### src/rtl/core_mem_arbiter.sv
// Fetch/data arbiter onto one single-port memory bus, with one transaction outstanding and a watchdog abort.
// Optional MEM_ARB_RR_EN: round-robin on contention (default build: fixed D-over-I priority).
module core_mem_arbiter #(
  parameter int ADDR_W  = 32,
  parameter int DATA_W  = 32,
  parameter int TIMEOUT = 255
) (
  input  logic                CLK,
  input  logic                RESET,
  input  logic                I_REQ,
  input  logic [ADDR_W-1:0]   I_ADDR,
  output logic [DATA_W-1:0]   I_RDATA,
  output logic                I_READY,
  input  logic                D_REQ,
  input  logic                D_WE,
  input  logic [ADDR_W-1:0]   D_ADDR,
  input  logic [DATA_W-1:0]   D_WDATA,
  input  logic [DATA_W/8-1:0] D_WSTRB,
  output logic [DATA_W-1:0]   D_RDATA,
  output logic                D_READY,
  output logic                BUS_ERR,
  output logic                M_REQ,
  output logic                M_WE,
  output logic [ADDR_W-1:0]   M_ADDR,
  output logic [DATA_W-1:0]   M_WDATA,
  output logic [DATA_W/8-1:0] M_WSTRB,
  input  logic [DATA_W-1:0]   M_RDATA,
  input  logic                M_ACK
);

  localparam int CNT_W = (TIMEOUT > 255) ? $clog2(TIMEOUT + 1) : 8;
  localparam logic [CNT_W-1:0] TO_LAST = (TIMEOUT > 0) ? CNT_W'(TIMEOUT - 1) : '0;
  localparam bit TO_EN = (TIMEOUT > 0);

  typedef enum logic [1:0] {
    ST_IDLE   = 2'd0,
    ST_BUSY_I = 2'd1,
    ST_BUSY_D = 2'd2
  } state_t;

  state_t              r_state;
  state_t              w_next;
  logic                r_m_req;
  logic                r_m_we;
  logic [ADDR_W-1:0]   r_m_addr;
  logic [DATA_W-1:0]   r_m_wdata;
  logic [DATA_W/8-1:0] r_m_wstrb;
  logic [CNT_W-1:0]    r_cnt;
  logic                w_busy;
  logic                w_expire;
  logic                w_done;
  logic                w_tie_d;
  logic                w_grant_d;
  logic                w_grant_i;

`ifdef MEM_ARB_RR_EN
  // r_last_d=1 means D was served last; on a tie the other requester wins.
  logic r_last_d;
  assign w_tie_d = ~r_last_d;

  always_ff @(posedge CLK or negedge RESET) begin
    if (!RESET) begin
      r_last_d <= 1'b0;
    end else if (w_grant_d || w_grant_i) begin
      r_last_d <= w_grant_d;
    end
  end
`else
  assign w_tie_d = 1'b1;
`endif

  assign w_busy    = (r_state != ST_IDLE);
  assign w_expire  = TO_EN && w_busy && !M_ACK && (r_cnt == TO_LAST);
  assign w_done    = w_busy && (M_ACK || w_expire);
  assign w_grant_d = (r_state == ST_IDLE) && D_REQ && (!I_REQ || w_tie_d);
  assign w_grant_i = (r_state == ST_IDLE) && I_REQ && !w_grant_d;

  assign M_REQ   = r_m_req;
  assign M_WE    = r_m_we;
  assign M_ADDR  = r_m_addr;
  assign M_WDATA = r_m_wdata;
  assign M_WSTRB = r_m_wstrb;

  always_ff @(posedge CLK or negedge RESET) begin
    if (!RESET) begin
      r_state <= ST_IDLE;
    end else begin
      r_state <= w_next;
    end
  end

  always_comb begin
    w_next  = r_state;
    I_READY = 1'b0;
    D_READY = 1'b0;
    BUS_ERR = 1'b0;
    I_RDATA = '0;
    D_RDATA = '0;
    case (r_state)
      ST_IDLE: begin
        if (w_grant_d) begin
          w_next = ST_BUSY_D;
        end else if (w_grant_i) begin
          w_next = ST_BUSY_I;
        end
      end
      ST_BUSY_I: begin
        if (w_done) begin
          w_next  = ST_IDLE;
          I_READY = 1'b1;
          BUS_ERR = w_expire;
          if (M_ACK) I_RDATA = M_RDATA;
        end
      end
      ST_BUSY_D: begin
        if (w_done) begin
          w_next  = ST_IDLE;
          D_READY = 1'b1;
          BUS_ERR = w_expire;
          if (M_ACK) D_RDATA = M_RDATA;
        end
      end
      default: w_next = ST_IDLE;
    endcase
  end

  // Payload is captured only on the grant edge so requester changes mid-transaction are invisible to memory.
  always_ff @(posedge CLK or negedge RESET) begin
    if (!RESET) begin
      r_m_req   <= 1'b0;
      r_m_we    <= 1'b0;
      r_m_addr  <= '0;
      r_m_wdata <= '0;
      r_m_wstrb <= '0;
      r_cnt     <= '0;
    end else if (w_grant_d) begin
      r_m_req   <= 1'b1;
      r_m_we    <= D_WE;
      r_m_addr  <= D_ADDR;
      r_m_wdata <= D_WDATA;
      r_m_wstrb <= D_WSTRB;
      r_cnt     <= '0;
    end else if (w_grant_i) begin
      r_m_req   <= 1'b1;
      r_m_we    <= 1'b0;
      r_m_addr  <= I_ADDR;
      r_m_wdata <= '0;
      r_m_wstrb <= '0;
      r_cnt     <= '0;
    end else if (w_done) begin
      r_m_req <= 1'b0;
    end else if (w_busy) begin
      r_cnt <= r_cnt + 1'b1;
    end
  end

endmodule

### config.mk
export PLATFORM = sky130hd
export DESIGN_NAME = core_mem_arbiter
export DESIGN_NICKNAME = d
export VERILOG_FILES = /design/src/rtl/core_mem_arbiter.sv
export SDC_FILE = /design/constraint.sdc
export NUM_CORES = 1
export LEC_CHECK = 0
export CORE_ASPECT_RATIO = 0.6
export CORE_MARGIN = 2
export CORE_UTILIZATION = 32
export DETAILED_ROUTE_END_ITERATION = 10
export PLACE_DENSITY = 0.79
export SLEW_MARGIN = 20
export SYNTH_ARGS = -nofsm -noshare
export SYNTH_HDL_FRONTEND = slang
export SYNTH_SLANG_ARGS = --single-unit
### constraint.sdc
create_clock -name CLK -period 1.7 [get_ports CLK]
set_input_delay 0.34 -clock CLK [delete_from_list [all_inputs] [get_ports CLK]]
set_output_delay 0.34 -clock CLK [all_outputs]
set_load 0.01 [all_outputs]
## Word level (Yosys, flattened, before mapping)

Cells that the tools add are included.

- Bits in registers: 80
- Bits in latches: 0
- Bits in writable memories: 0
- Memory bits (read-only): 0
- Bits of input ports: 138
- Logic and storage cells: 59
- Memories kept: 0

- Add/subtract/negate cells: 1
- $mul: 0
- Div/mod/pow operators: 0
- $lt $le $gt $ge: 0
- Equal/unequal tests: 6
- Shift operators: 0
- Muxes and demuxes: 28
- Bitwise operators: 0
- Reductions and logical operators: 17

Operators with widths:

| kind | count |
|---|---|
| $mux 32 | 8 |
| $mux 8 | 4 |
| $mux 1 | 10 |
| $add 8x1->8 const B | 1 |
| $eq 8x8->1 const B | 1 |
| $mux 4 | 2 |
| $logic_and 1x1->1 | 6 |
| $mux 2 | 3 |
| $reduce_bool 3->1 | 2 |
| $pmux 2 s2 | 1 |
| $reduce_and 2->1 | 2 |
| $reduce_bool 2->1 | 2 |
| $ne 3x1->1 const B | 1 |
| $ne 3x3->1 const B | 1 |
| $eq 2x1->1 const B | 1 |
| $eq 2x2->1 const B | 1 |
| $logic_not 1->1 | 2 |
| $logic_not 2->1 | 1 |
| $ne 2x1->1 const B | 1 |
| $reduce_or 2->1 | 1 |
| $logic_or 1x1->1 | 1 |

## Longest topological paths before layout

- Depth in word-level cells: 8
- Gate-level depth with buffers: 8
- Depth with buffers taken out: 6

## Worst setup path after synthesis

No wires, ideal clock.

- Kind: reg2out
- Start point: register r_state[0]
- End point: output D_RDATA[10]
- Arrival time: 1.500 ns
- Setup slack: -0.140 ns
- Stages on the path, launching flop included: 8
- Buffers on the path: 3
- Path through: dfrtp_1 > inv_1 > ha_1 > buf_4 > nor2b_1 > clkbuf_1 > clkbuf_1 > and3_1

- Word-level cells in the longest chain between the ends: 7
- Elaborated cells on any way between the ends: 8
- Those cells by class: eq/ne: 1; mux: 2; reduce/logical: 5

Ends and longest elaborated chain:

| item | line | source |
|---|---|---|
| start: declaration | 41 | `state_t r_state;` |
| start signal: assignment | 88 | `r_state <= w_next;` |
| $reduce_bool 2->1 | 72 | `assign w_busy = (r_state != ST_IDLE);` |
| $logic_and 1x1->1 (2 in series) | 73 | `assign w_expire = TO_EN && w_busy && !M_ACK && (r_cnt == TO_LAST);` |
| $logic_or 1x1->1 | 74 | `assign w_done = w_busy && (M_ACK \|\| w_expire);` |
| $logic_and 1x1->1 | 74 |  |
| $mux 32 | 116 | `if (w_done) begin` |
| $mux 32 (*) | 99 | `case (r_state)` |
| end: declaration | 19 | `output logic [DATA_W-1:0] D_RDATA,` |

Every way passes the cells marked *; elsewhere a longest branch is shown, timed or not.

## Worst setup path in the final report

- Start point: register r_state[0]
- End point: output I_RDATA[25]

- Word-level cells in the longest chain between the ends: 7
- Elaborated cells on any way between the ends: 8
- Those cells by class: eq/ne: 1; mux: 2; reduce/logical: 5

Ends and longest elaborated chain:

| item | line | source |
|---|---|---|
| $reduce_bool 2->1 | 72 |  |
| $logic_and 1x1->1 (2 in series) | 73 |  |
| $logic_or 1x1->1 | 74 |  |
| $logic_and 1x1->1 | 74 |  |
| $mux 32 | n/a |  |
| $mux 32 (*) | 99 |  |
| end: declaration | 12 | `output logic [DATA_W-1:0] I_RDATA,` |

Marks and branches as above.

==> reports/metrics.csv <==
stage;metric;value;unit
run_status;status;finished, violations left;
run_status;violations;negative setup slack;
synth;synth.most_common_cell;dfrtp_1;
critical_path;arrival;1700;ps
drt;avgViaCountPerCell;5.46;
floorplanning;core;0.0115;mm²
critical_path;cpPeakStageDelay;370;ps
synth;synth_compound_area_share;26.6;%
hold_path;hold_path_class;input port to async pin;
layout;layout-drive-gt1-share;38.8;%
critical_path;path_cells;inv_2, ha_4, nor2b_4, buf_6, clkbuf_16, and3_1, buf_2;
sta;hold_viol;0;
synth;syn_nets;522;
clock_tree;clk_latency;330;ps
critical_path;startpoint_type;flop;
synth;syn_area;0.00385;mm²
layout;antenna_cells;0;
clock_tree;cts_buffers;9;
critical_path;r2r_end;r_cnt[5]$_DFFE_PN0P_;
drt;drt-total-wl;18700;µm
placement;dp.cells;811;
drt;ant_nets;0;
critical_path;worstReg2RegStart;r_state[0]$_DFFE_PN0P_;
pwr;p_per_area;1610;mW/mm²
synth;yosysSeqAreaShare;52.0;%
clock_tree;ctsHoldBuffers;0;
synth;synth_top_cell_by_area;dfrtp_1;
sta;setup_viol;141;
sta;period_needed;2040;ps
synth;synth_fa_ha_area_share;1.62;%
global_route;grt_max_degree;81;
floorplanning;initial_core_util;33.4;%
layout;fin_util;73.7;%
floorplanning;die_area;0.0130;mm²
synth;ys_ff_latch;80;
synth;async_flop_share;100;%
critical_path;reg2reg_depth;8;
sta;max_freq;490;MHz
floorplanning;num_io_pins;275;
critical_path;crit_type;flop to primary output;
critical_path;cp_slowest_cell;dfrtp_1;
sta;final_max_slew_viol_count;0;
synth;muxShareOfSynthArea;0;%
sta;slew_headroom;60.4;%
sta;fin_worst_skew;5.00;ps
sta;grt_setup_unrepaired;true;
global_route;antenna_found_initial;0;
clock_tree;cts_root_buffer;clkbuf_16;
drt;drt_iter0_drc;203;
floorplanning;die_h;89.0;µm
sta;worst_hold_slack;13.8;ps
pwr;peakVddDrop;0.000847;V
synth;synthSimpleGateAreaFrac;14.8;%
clock_tree;clockBufferDepth;2;
drt;firstDrtPassIters;5;
synth;synth_common_cells;dfrtp_1 (80), o22ai_1 (65), and3_1 (64);
synth;synth_top_family_by_area;compound AO/OA/AOI/OAI gates;
synth;yosys-top-cells-area;dfrtp_1 (52%), o22ai_1 (11%), and3_1 (10%);
floorplanning;die_w;146;µm
floorplanning;placement_rows;30;
critical_path;required;1360;ps
pwr;p_leak;3.71;nW
synth;synth.avg_cell_area;10.2;µm²
sta;worst_pin_slew;593;ps
layout;layout.cells.non_filler;859;
synth;synth-main-ff-cell;dfrtp_1;
run;cap_viol_max_count;0;
global_route;grt_use_total;23.0;%
layout;syn2layout_area_growth;121;%
layout;filler_cell_count;782;
critical_path;r2r_slack;-200;ps
sta;timing.final.ws_setup;-342;ps
sta;min_period_over_period;120;%
drt;vias;4691;
placement;port_buffers;274;
drt;wl_per_cell;21.8;µm
clock_tree;clk_pin_slew_worst_paths;60;ps
synth;synth-edff-count;0;
drt;route.detailed.drc;0;
placement;globalplace.congestion;0.823;
global_route;grt_first_pass_wirelength;23500;µm
placement;hpwl;10900;µm
clock_tree;cts_tree;built;
synth;synth_top_area_share;52.0;%
critical_path;worstSetupEndpointType;primary output;
synth;synth_cells;379;
global_route;grt_pass1_vias;4523;
synth;synth_xor_area_share;0;%
global_route;grt.overflow.total;0;
clock_tree;h-tree-depth;3;
synth;yosys.cell_types.count;34;
layout;final_nets;838;
critical_path;cp_max_fo;8;
clock_tree;cts.sink_count;80;
synth;yosys_warnings;0;
-- stage by stage --
step                cell area, µm²  power, mW  worst slack [ps]  setup TNS (ps)
finish                        8500       13.7              -342          -25890
global route                  8500       14.3              -393          -34070
CTS                           7260       11.7              -301          -22280
detailed placement            7050       9.39              -641          -57380
global placement              7050       9.19              -620          -52440
floorplan                     3900       6.03             -4.23           -8.46
-- area by class of cell --
class	count	area, µm²	area share [%]
Clock buffer	10	229	2.69
Sequential cell	80	2010	23.7
Tap cell	160	200	2.36
Timing Repair Buffer	345	3630	42.7
Multi-Input combinational cell	253	2370	27.9
Clock inverter	5	33.8	0.398
Inverter	6	22.5	0.265
-- critical path: cells and delay by family (launching register included) --
family | cells | cell delay, ps
adder cells (fa/ha/maj) | 1 | 180
buffers and inverters | 4 | 520
flip-flops | 1 | 370
AND/OR/NAND/NOR | 2 | 290
-- how the worst max path moves through the flow --
| stage | slack [ps] | end | start | depth (start not counted) |
|---|---|---|---|---|
| after global routing | -390 | I_RDATA[25] | r_state[0]$_DFFE_PN0P_ | 7 |
| after CTS | -300 | I_READY | r_state[0]$_DFFE_PN0P_ | 7 |
| final | -340 | I_RDATA[25] | r_state[0]$_DFFE_PN0P_ | 7 |
| after detailed placement | -640 | I_RDATA[18] | M_ACK | 5 |
| after global placement | -620 | I_RDATA[18] | M_ACK | 5 |
| after floorplan | -4 | D_READY | r_state[1]$_DFFE_PN0P_ | 6 |
-- metal layers --
metal / track usage, % / wire length [µm] / up-vias
li1: - / - / 2113
met1: 26.8 / 7420 / 2316
met2: 41.9 / 9650 / 235
met3: 6.63 / 1280 / 27
met4: 7.84 / 367 / 0
met5: 0 / 0 / -
-- power by group --
| group | leakage [nW] | internal, mW | total (mW) | switching, mW |
|---|---|---|---|---|
| Sequential | 0.967 | 2.82 | 3.63 | 0.809 |
| Combinational | 2.62 | 4.75 | 8.30 | 3.55 |
| Clock | 0.125 | 0.981 | 1.75 | 0.774 |
-- cell families after synthesis --
family                   count (synthesis)
buffers and inverters                   46
adder cells (fa/ha/maj)                  5
flip-flops                              80
AND/OR/NAND/NOR                         93
AO/OA/AOI/OAI                          155
-- flip-flops by register name, summed over array words and instances, names as in the netlist --
signal and cells:
M_WE 1, r_state 2, M_ADDR 32, r_cnt 8, M_WDATA 32, M_REQ 1, M_WSTRB 4
-- layout by cell type, fill, tap and decap left out, types with 2 or more instances in the layout --
cell type          n
and3_1            35
o22ai_1           21
o22ai_2           30
nor2_1             2
ha_1               2
a21oi_2           16
o22ai_4           14
buf_12            11
inv_2              2
clkbuf_16         21
nand3_1            3
clkinvlp_4         2
dlymetal6s2s_1     4
o21ai_0            3
o31ai_1            3
a22o_1            37
buf_6             49
buf_16             2
nand4_1            3
and2_4             3
or3_1              3
inv_1              4
ha_4               2
and3_4            29
nand2_8            2
dfrtp_2            9
nand2_1            4
clkdlybuf4s50_1  202
a21oi_1           22
buf_4             30
clkinv_2           2
buf_2             34
dfrtp_1           71
-- timing repair --
action,CTS,global route
cloned,3,20
pin swaps,17,35
gates resized for setup,298,161
setup buffers,8,4
setup endpoints to repair,146,147
No activity file was read; power rests on OpenSTA's default activity.
